$ cat config.mk
export PLATFORM = sky130hd
export DESIGN_NAME = fifo_wm_flat
export DESIGN_NICKNAME = d
export VERILOG_FILES = /design/src/rtl/fifo_wm_pkg.sv /design/src/rtl/fifo_wm_if.sv /design/src/rtl/fifo_wm_ram.sv /design/src/rtl/fifo_wm.sv /design/src/flat_wrapper.sv
export SDC_FILE = /design/constraint.sdc
export NUM_CORES = 1
export LEC_CHECK = 0
export CORE_ASPECT_RATIO = 0.5
export CORE_MARGIN = 8
export CORE_UTILIZATION = 30
export CTS_CLUSTER_DIAMETER = 30
export DETAILED_ROUTE_END_ITERATION = 8
export DONT_BUFFER_PORTS = 1
export PLACE_DENSITY_LB_ADDON = 0.1
export SETUP_SLACK_MARGIN = 0.3
export SLEW_MARGIN = 30
export SYNTH_ARGS = -nofsm -noshare
export SYNTH_HDL_FRONTEND = slang
export SYNTH_SLANG_ARGS = --single-unit
export TNS_END_PERCENT = 30
$ cat constraint.sdc
create_clock -name i_clk -period 3.4 [get_ports i_clk]
set_clock_uncertainty 0.2 [all_clocks]
set_input_delay 0.34 -clock i_clk [delete_from_list [all_inputs] [get_ports i_clk]]
set_output_delay 0.34 -clock i_clk [all_outputs]
set_load 0.01 [all_outputs]
$ cat src/rtl/fifo_wm_pkg.sv
// fifo_wm_pkg: shared helpers for the watermark FIFO.
// Width helpers and a pointer increment that works for any depth, including
// depths that are not a power of two.
package fifo_wm_pkg;
  localparam int DEF_DEPTH = 8;
  localparam int DEF_WIDTH = 8;
  function automatic int cw_of(int depth);
    return $clog2(depth + 1);
  endfunction
  function automatic int pw_of(int depth);
    return depth > 1 ? $clog2(depth) : 1;
  endfunction
  function automatic int unsigned ptr_inc(int unsigned ptr, int unsigned depth);
    return ptr == depth - 1 ? 0 : ptr + 1;
  endfunction
endpackage

$ cat src/rtl/fifo_wm_if.sv
// fifo_wm_if: push/pop handshake plus status bus of the watermark FIFO.
// Ports: i_* are requests into the FIFO, o_* are data and status out of it.
// master = client driving requests, slave = the FIFO itself.
interface fifo_wm_if import fifo_wm_pkg::*; #(
  parameter int WIDTH = DEF_WIDTH,
  parameter int DEPTH = DEF_DEPTH
);
  localparam int CW = cw_of(DEPTH);
  logic             i_flush;
  logic             i_write;
  logic [WIDTH-1:0] i_data;
  logic             i_read;
  logic             i_clear_err;
  logic [WIDTH-1:0] o_data;
  logic             o_full;
  logic             o_empty;
  logic             o_almost_full;
  logic             o_almost_empty;
  logic [CW-1:0]    o_count;
  logic [CW-1:0]    o_peak;
  logic             o_overflow;
  logic             o_underflow;
  modport master (
    output i_flush, i_write, i_data, i_read, i_clear_err,
    input  o_data, o_full, o_empty, o_almost_full, o_almost_empty,
           o_count, o_peak, o_overflow, o_underflow
  );
  modport slave (
    input  i_flush, i_write, i_data, i_read, i_clear_err,
    output o_data, o_full, o_empty, o_almost_full, o_almost_empty,
           o_count, o_peak, o_overflow, o_underflow
  );
endinterface

$ cat src/rtl/fifo_wm_ram.sv
// fifo_wm_ram: WIDTH x DEPTH storage, one synchronous write port, one async read port.
// Ports: clk, we/waddr/wdata (write), raddr -> rdata (combinational read).
module fifo_wm_ram #(
  parameter int DEPTH = 8,
  parameter int WIDTH = 8,
  parameter int PW    = 3
) (
  input  logic             clk,
  input  logic             we,
  input  logic [PW-1:0]    waddr,
  input  logic [WIDTH-1:0] wdata,
  input  logic [PW-1:0]    raddr,
  output logic [WIDTH-1:0] rdata
);
  logic [WIDTH-1:0] mem [DEPTH];
  always_ff @(posedge clk)
    if (we) mem[waddr] <= wdata;
  assign rdata = mem[raddr];
endmodule

$ cat src/rtl/fifo_wm.sv
// fifo_wm: show-ahead synchronous FIFO with watermarks, flush, sticky errors and peak tracking.
// Ports: i_clk, i_reset (sync, active-high), bus (fifo_wm_if.slave) carrying
// push/pop/flush/clear_err requests, head data and all status outputs.
module fifo_wm import fifo_wm_pkg::*; #(
  parameter int DEPTH     = 8,
  parameter int WIDTH     = 8,
  parameter int AFULL_TH  = 6,
  parameter int AEMPTY_TH = 2
) (
  input logic      i_clk,
  input logic      i_reset,
  fifo_wm_if.slave bus
);
  localparam int CW = cw_of(DEPTH);
  localparam int PW = pw_of(DEPTH);
  if (DEPTH < 2) begin : g_bad_depth
    $error("fifo_wm: DEPTH must be >= 2");
  end
  if (AFULL_TH < 1 || AFULL_TH > DEPTH) begin : g_bad_afull
    $error("fifo_wm: AFULL_TH must be in 1..DEPTH");
  end
  if (AEMPTY_TH < 0 || AEMPTY_TH >= DEPTH) begin : g_bad_aempty
    $error("fifo_wm: AEMPTY_TH must be in 0..DEPTH-1");
  end
  logic [CW-1:0] count_q, count_d, peak_q, peak_d;
  logic [PW-1:0] rd_ptr_q, rd_ptr_d, wr_ptr_q, wr_ptr_d;
  logic          ovf_q, ovf_d, unf_q, unf_d;
  logic          pop_ok, push_ok, we;
  always_comb begin
    pop_ok   = bus.i_read & (count_q != '0);
    // a full FIFO still accepts a write when the same cycle pops
    push_ok  = bus.i_write & ((count_q != CW'(DEPTH)) | pop_ok);
    we       = push_ok & ~bus.i_flush;
    rd_ptr_d = bus.i_flush ? '0 : pop_ok ? PW'(ptr_inc(32'(rd_ptr_q), DEPTH)) : rd_ptr_q;
    wr_ptr_d = bus.i_flush ? '0 : push_ok ? PW'(ptr_inc(32'(wr_ptr_q), DEPTH)) : wr_ptr_q;
    count_d  = bus.i_flush ? '0 : count_q + CW'(push_ok) - CW'(pop_ok);
    // a new error in the clearing cycle survives the clear; flush suppresses errors
    ovf_d    = (ovf_q & ~bus.i_clear_err) | (bus.i_write & ~push_ok & ~bus.i_flush);
    unf_d    = (unf_q & ~bus.i_clear_err) | (bus.i_read & ~pop_ok & ~bus.i_flush);
    // clearing restarts the peak from the occupancy being entered, not from zero
    peak_d   = (bus.i_clear_err | (count_d > peak_q)) ? count_d : peak_q;
  end
  always_ff @(posedge i_clk)
    if (i_reset) begin
      count_q  <= '0;
      peak_q   <= '0;
      rd_ptr_q <= '0;
      wr_ptr_q <= '0;
      ovf_q    <= 1'b0;
      unf_q    <= 1'b0;
    end else begin
      count_q  <= count_d;
      peak_q   <= peak_d;
      rd_ptr_q <= rd_ptr_d;
      wr_ptr_q <= wr_ptr_d;
      ovf_q    <= ovf_d;
      unf_q    <= unf_d;
    end
  fifo_wm_ram #(.DEPTH(DEPTH), .WIDTH(WIDTH), .PW(PW)) u_ram (
    .clk   (i_clk),
    .we    (we),
    .waddr (wr_ptr_q),
    .wdata (bus.i_data),
    .raddr (rd_ptr_q),
    .rdata (bus.o_data)
  );
  assign bus.o_count        = count_q;
  assign bus.o_peak         = peak_q;
  assign bus.o_full         = count_q == CW'(DEPTH);
  assign bus.o_empty        = count_q == '0;
  assign bus.o_almost_full  = count_q >= CW'(AFULL_TH);
  assign bus.o_almost_empty = count_q <= CW'(AEMPTY_TH);
  assign bus.o_overflow     = ovf_q;
  assign bus.o_underflow    = unf_q;
endmodule

$ cat src/flat_wrapper.sv
// flat-port wrapper written by rule: the top's interface ports become plain ports
module fifo_wm_flat import fifo_wm_pkg::*;
#(
  parameter int DEPTH     = 8,
  parameter int WIDTH     = 8,
  parameter int AFULL_TH  = 6,
  parameter int AEMPTY_TH = 2
)
  (i_clk, i_reset, bus_i_flush, bus_i_write, bus_i_data, bus_i_read, bus_i_clear_err, bus_o_data, bus_o_full, bus_o_empty, bus_o_almost_full, bus_o_almost_empty, bus_o_count, bus_o_peak, bus_o_overflow, bus_o_underflow);
  fifo_wm_if #(.WIDTH(WIDTH), .DEPTH(DEPTH)) bus_i ();
  input logic i_clk;
  input logic i_reset;
  input wire logic [$bits(bus_i.i_flush)-1:0] bus_i_flush;
  input wire logic [$bits(bus_i.i_write)-1:0] bus_i_write;
  input wire logic [$bits(bus_i.i_data)-1:0] bus_i_data;
  input wire logic [$bits(bus_i.i_read)-1:0] bus_i_read;
  input wire logic [$bits(bus_i.i_clear_err)-1:0] bus_i_clear_err;
  output wire logic [$bits(bus_i.o_data)-1:0] bus_o_data;
  output wire logic [$bits(bus_i.o_full)-1:0] bus_o_full;
  output wire logic [$bits(bus_i.o_empty)-1:0] bus_o_empty;
  output wire logic [$bits(bus_i.o_almost_full)-1:0] bus_o_almost_full;
  output wire logic [$bits(bus_i.o_almost_empty)-1:0] bus_o_almost_empty;
  output wire logic [$bits(bus_i.o_count)-1:0] bus_o_count;
  output wire logic [$bits(bus_i.o_peak)-1:0] bus_o_peak;
  output wire logic [$bits(bus_i.o_overflow)-1:0] bus_o_overflow;
  output wire logic [$bits(bus_i.o_underflow)-1:0] bus_o_underflow;
  assign bus_i.i_flush = bus_i_flush;
  assign bus_i.i_write = bus_i_write;
  assign bus_i.i_data = bus_i_data;
  assign bus_i.i_read = bus_i_read;
  assign bus_i.i_clear_err = bus_i_clear_err;
  assign bus_o_data = bus_i.o_data;
  assign bus_o_full = bus_i.o_full;
  assign bus_o_empty = bus_i.o_empty;
  assign bus_o_almost_full = bus_i.o_almost_full;
  assign bus_o_almost_empty = bus_i.o_almost_empty;
  assign bus_o_count = bus_i.o_count;
  assign bus_o_peak = bus_i.o_peak;
  assign bus_o_overflow = bus_i.o_overflow;
  assign bus_o_underflow = bus_i.o_underflow;
  fifo_wm #(.DEPTH(DEPTH), .WIDTH(WIDTH), .AFULL_TH(AFULL_TH), .AEMPTY_TH(AEMPTY_TH)) u_core (.i_clk(i_clk), .i_reset(i_reset), .bus(bus_i));
endmodule
==> qor.yml <==
firstDrtPassIters: 4
worst-path-buf-inv: 1
drcViolationCount: 0
fp.dieH_um: 93.20
ys_types: 37
yosys_warnings: 0
power.internal_mw: 2.219
synth_edf_count: 64
clkPwrFrac: 0.312
cts_tree: "built"
initial_core_util: 0.3047
status: "completed"
post-route-period-util: 0.9528
yosys_most_used_dff: "edfxtp_1"
hold_viol: 0
worstHoldPathType: "in -> reg"
critPathRequiredTime_ns: 3.48
power_frac_seq: 0.390
synthArstFlopShare: 0
critical_path.most_common_cell: "nand2b_4"
critPathArrivalTime_ns: 3.32
syn-cell-area_sq_mm: 0.003576
p_leak_nw: 1.562
max_cap_violations: 0
crit_chain: "inv_4 > ha_4 > nor3b_4 > nand2b_4 > nand2b_4 > o21ai_2 > ha_2 > fa_2 > xnor2_2 > nor2_1 > ha_1 > a211oi_2 > o21ai_1 > a21o_1 > nor2_2 > o22a_1"
die_area_sq_mm: 0.01588
synth_area_per_cell_sq_um: 16.40
grt_max_degree: 17
final_area_sq_mm: 0.004359
antenna_found_initial: 0
insertion_delay_ns: 0.34
vias: 1904
clockBufferDepth: 2
maxSlewViolCount: 0
fin_total_pwr_mw: 3.147
ios: 36
antenna_cells: 0
grt_pass1_vias: 2119
routed_via_density: 4.523
htree_levels: 3
combinationalPowerShare: 0.298
p_sw_frac: 0.2947
clockRootBuffer: "clkbuf_16"
worstMarginPinSlew_ns: 0.7719
grtUsageTotal: 0.09893
max_freq_mhz: 308.7
gr-total-overflow: 0
critPathMaxStageDelay_ns: 0.37
worstPathMaxFanout: 5
totalWireLength_um: 7337
numCtsBuffers: 9
critical_path_class: "reg -> reg"
p_per_area_mw_per_mm2: 721.9
slew_headroom: 0.4847
rows: 28
cts.sinks: 83
port_buffers: 0
gp_congestion: 0.7103
synth_cells: 218
yosysSeqAreaShare: 0.6438
min_period_ns: 3.240
nNetsFinal: 282
crit_path_end_kind: "flip-flop"
synth-seq-cells: 83
placed_area_sq_mm: 0.003896
clk_pin_slew_worst_paths_ns: 0.07
vdd_ir_drop_max_uv: 403.2
design.core.area_sq_mm: 0.01174
startpoint_type: "flip-flop"
postRouteAntennaNets: 0
die_w_um: 170.4
setup_violations: 0
dpl.hpwl_um: 4821
grt_pass1_wl_um: 11580
power_switching_mw: 0.9274
drtIter0Drc: 59
drive_gt1_frac: 0.2422
synth_fp_nets: 249
wl_per_cell_um: 17.43
fill_cells: 1132
area_growth_pct: 21.90
cp_slowest_cell: "dfxtp_4"
rsz0062_at_grt: "true"
crit_family: "adder cells"
cells in the mapped netlist (2+ instances only):
| master | n | share of area |
|---|---|---|
| nor2_1 | 22 | 0.023 |
| o22a_1 | 4 | 0.0098 |
| nor3_1 | 3 | 0.0042 |
| o21ai_0 | 3 | 0.0042 |
| mux2i_1 | 3 | 0.0084 |
| dfxtp_1 | 19 | 0.11 |
| nand2b_1 | 8 | 0.014 |
| mux4_1 | 15 | 0.11 |
| nor3b_1 | 4 | 0.0084 |
| buf_2 | 3 | 0.0042 |
| ha_1 | 16 | 0.056 |
| nand2_1 | 6 | 0.0063 |
| mux2_2 | 8 | 0.025 |
| inv_1 | 8 | 0.0084 |
| a21oi_1 | 7 | 0.0098 |
| edfxtp_1 | 64 | 0.54 |
| clkbuf_1 | 3 | 0.0031 |
| and2_1 | 2 | 0.0035 |
| nor2b_1 | 2 | 0.0035 |
power groups by stage:
stage          Combinational, mW  Clock [mW]  Sequential [mW]
4_1_cts                    0.951        1.01             1.23
3_3_place_gp               0.839           0             1.25
6_report                   0.938       0.981             1.23
3_5_place_dp               0.853           0             1.25
2_1_floorplan              0.667           0             1.24
5_1_grt                     1.06        1.05             1.24
flip-flops by register name, summed over array words and instances (netlist names), named ones only:
signal / cells
u_core.bus.o_count: 4
u_core.bus.o_overflow: 1
u_core.bus.o_peak: 4
u_core.bus.o_underflow: 1
u_core.rd_ptr_q: 3
u_core.u_ram.mem: 64
u_core.wr_ptr_q: 3
kinds of logic (layout without fill, tap and decap cells):
group,count (synthesis),after routing,share of synthesized area
flip-flops,83,83,0.6438
AND/OR/NAND/NOR,53,53,0.07767
multiplexers,27,27,0.1501
AO/OA/AOI/OAI,20,20,0.03884
adder cells (fa/ha/maj),17,17,0.06158
buffers and inverters,17,55,0.02554
XOR/XNOR,1,1,0.002450
repair_timing:
item	CTS	global route
endpoints found under the hold margin	68	0
pin swaps	9	3
hold buffers	12	0
gates resized for setup	1	0
setup endpoints to repair	4	4
buffers inserted	5	0
cloned	0	0
stage by stage:
step | setup TNS, ns | worst slack, ns | hold WS (ns) | util | std cells
floorplan | 0 | 0.03232 | 0.2019 | - | 218
finish | 0 | 0.1604 | 0.03786 | 0.3714 | 421
CTS | 0 | 0.1378 | 0.01160 | 0.3714 | 421
detailed placement | 0 | 0.001131 | 0.2147 | 0.3320 | 388
global placement | 0 | 0.1637 | 0.2151 | 0.3320 | 388
global route | -0.2951 | -0.08700 | 0.03913 | 0.3714 | 421
cells in the final DEF (no fill, tap or decap), types with 3 or more instances in the layout:
master         instances
mux2i_1                3
mux2_2                 8
ha_1                  14
inv_1                  6
clkbuf_16              9
buf_4                 19
edfxtp_1              64
nand2_1                6
nor3b_1                3
o22a_1                 4
dfxtp_1               17
nor3_1                 3
nor2_1                21
a21oi_1                7
nand2b_1               6
dlygate4sd3_1         12
mux4_1                15
area by class of cell:
| type | count | area [sq um] | share of cell area |
|---|---|---|---|
| Timing Repair Buffer | 31 | 262.8 | 0.06028 |
| Sequential cell | 83 | 2310 | 0.5299 |
| Multi-Input combinational cell | 118 | 1245 | 0.2856 |
| Clock inverter | 7 | 75.07 | 0.01722 |
| Inverter | 8 | 35.03 | 0.008037 |
| Clock buffer | 9 | 225.2 | 0.05166 |
| Tap cell | 165 | 206.4 | 0.04736 |
final timing paths:
kind / start / endpoint / slack (ns) / depth (start not counted)
hold reg to reg: u_core.rd_ptr_q[1] / u_core.rd_ptr_q[1] / 0.34 / 2
hold / removal: i_reset / u_core.bus.o_peak[2] / 0.04 / 2
setup reg to reg: u_core.bus.o_count[2] / u_core.bus.o_peak[1] / 0.16 / 16
setup / recovery: u_core.bus.o_count[2] / u_core.bus.o_peak[1] / 0.16 / 16
metal layers:
metal | global-route usage | vias up | wire length, um | share of wire
li1 | - | 909 | - | -
met1 | 0.1082 | 946 | 3207 | 0.44
met2 | 0.1683 | 41 | 3576 | 0.49
met3 | 0.04540 | 8 | 468 | 0.064
met4 | 0.03626 | 0 | 85 | 0.012
met5 | 0 | - | 0 | 0
Note: power is estimated with default switching activity, not from simulation.
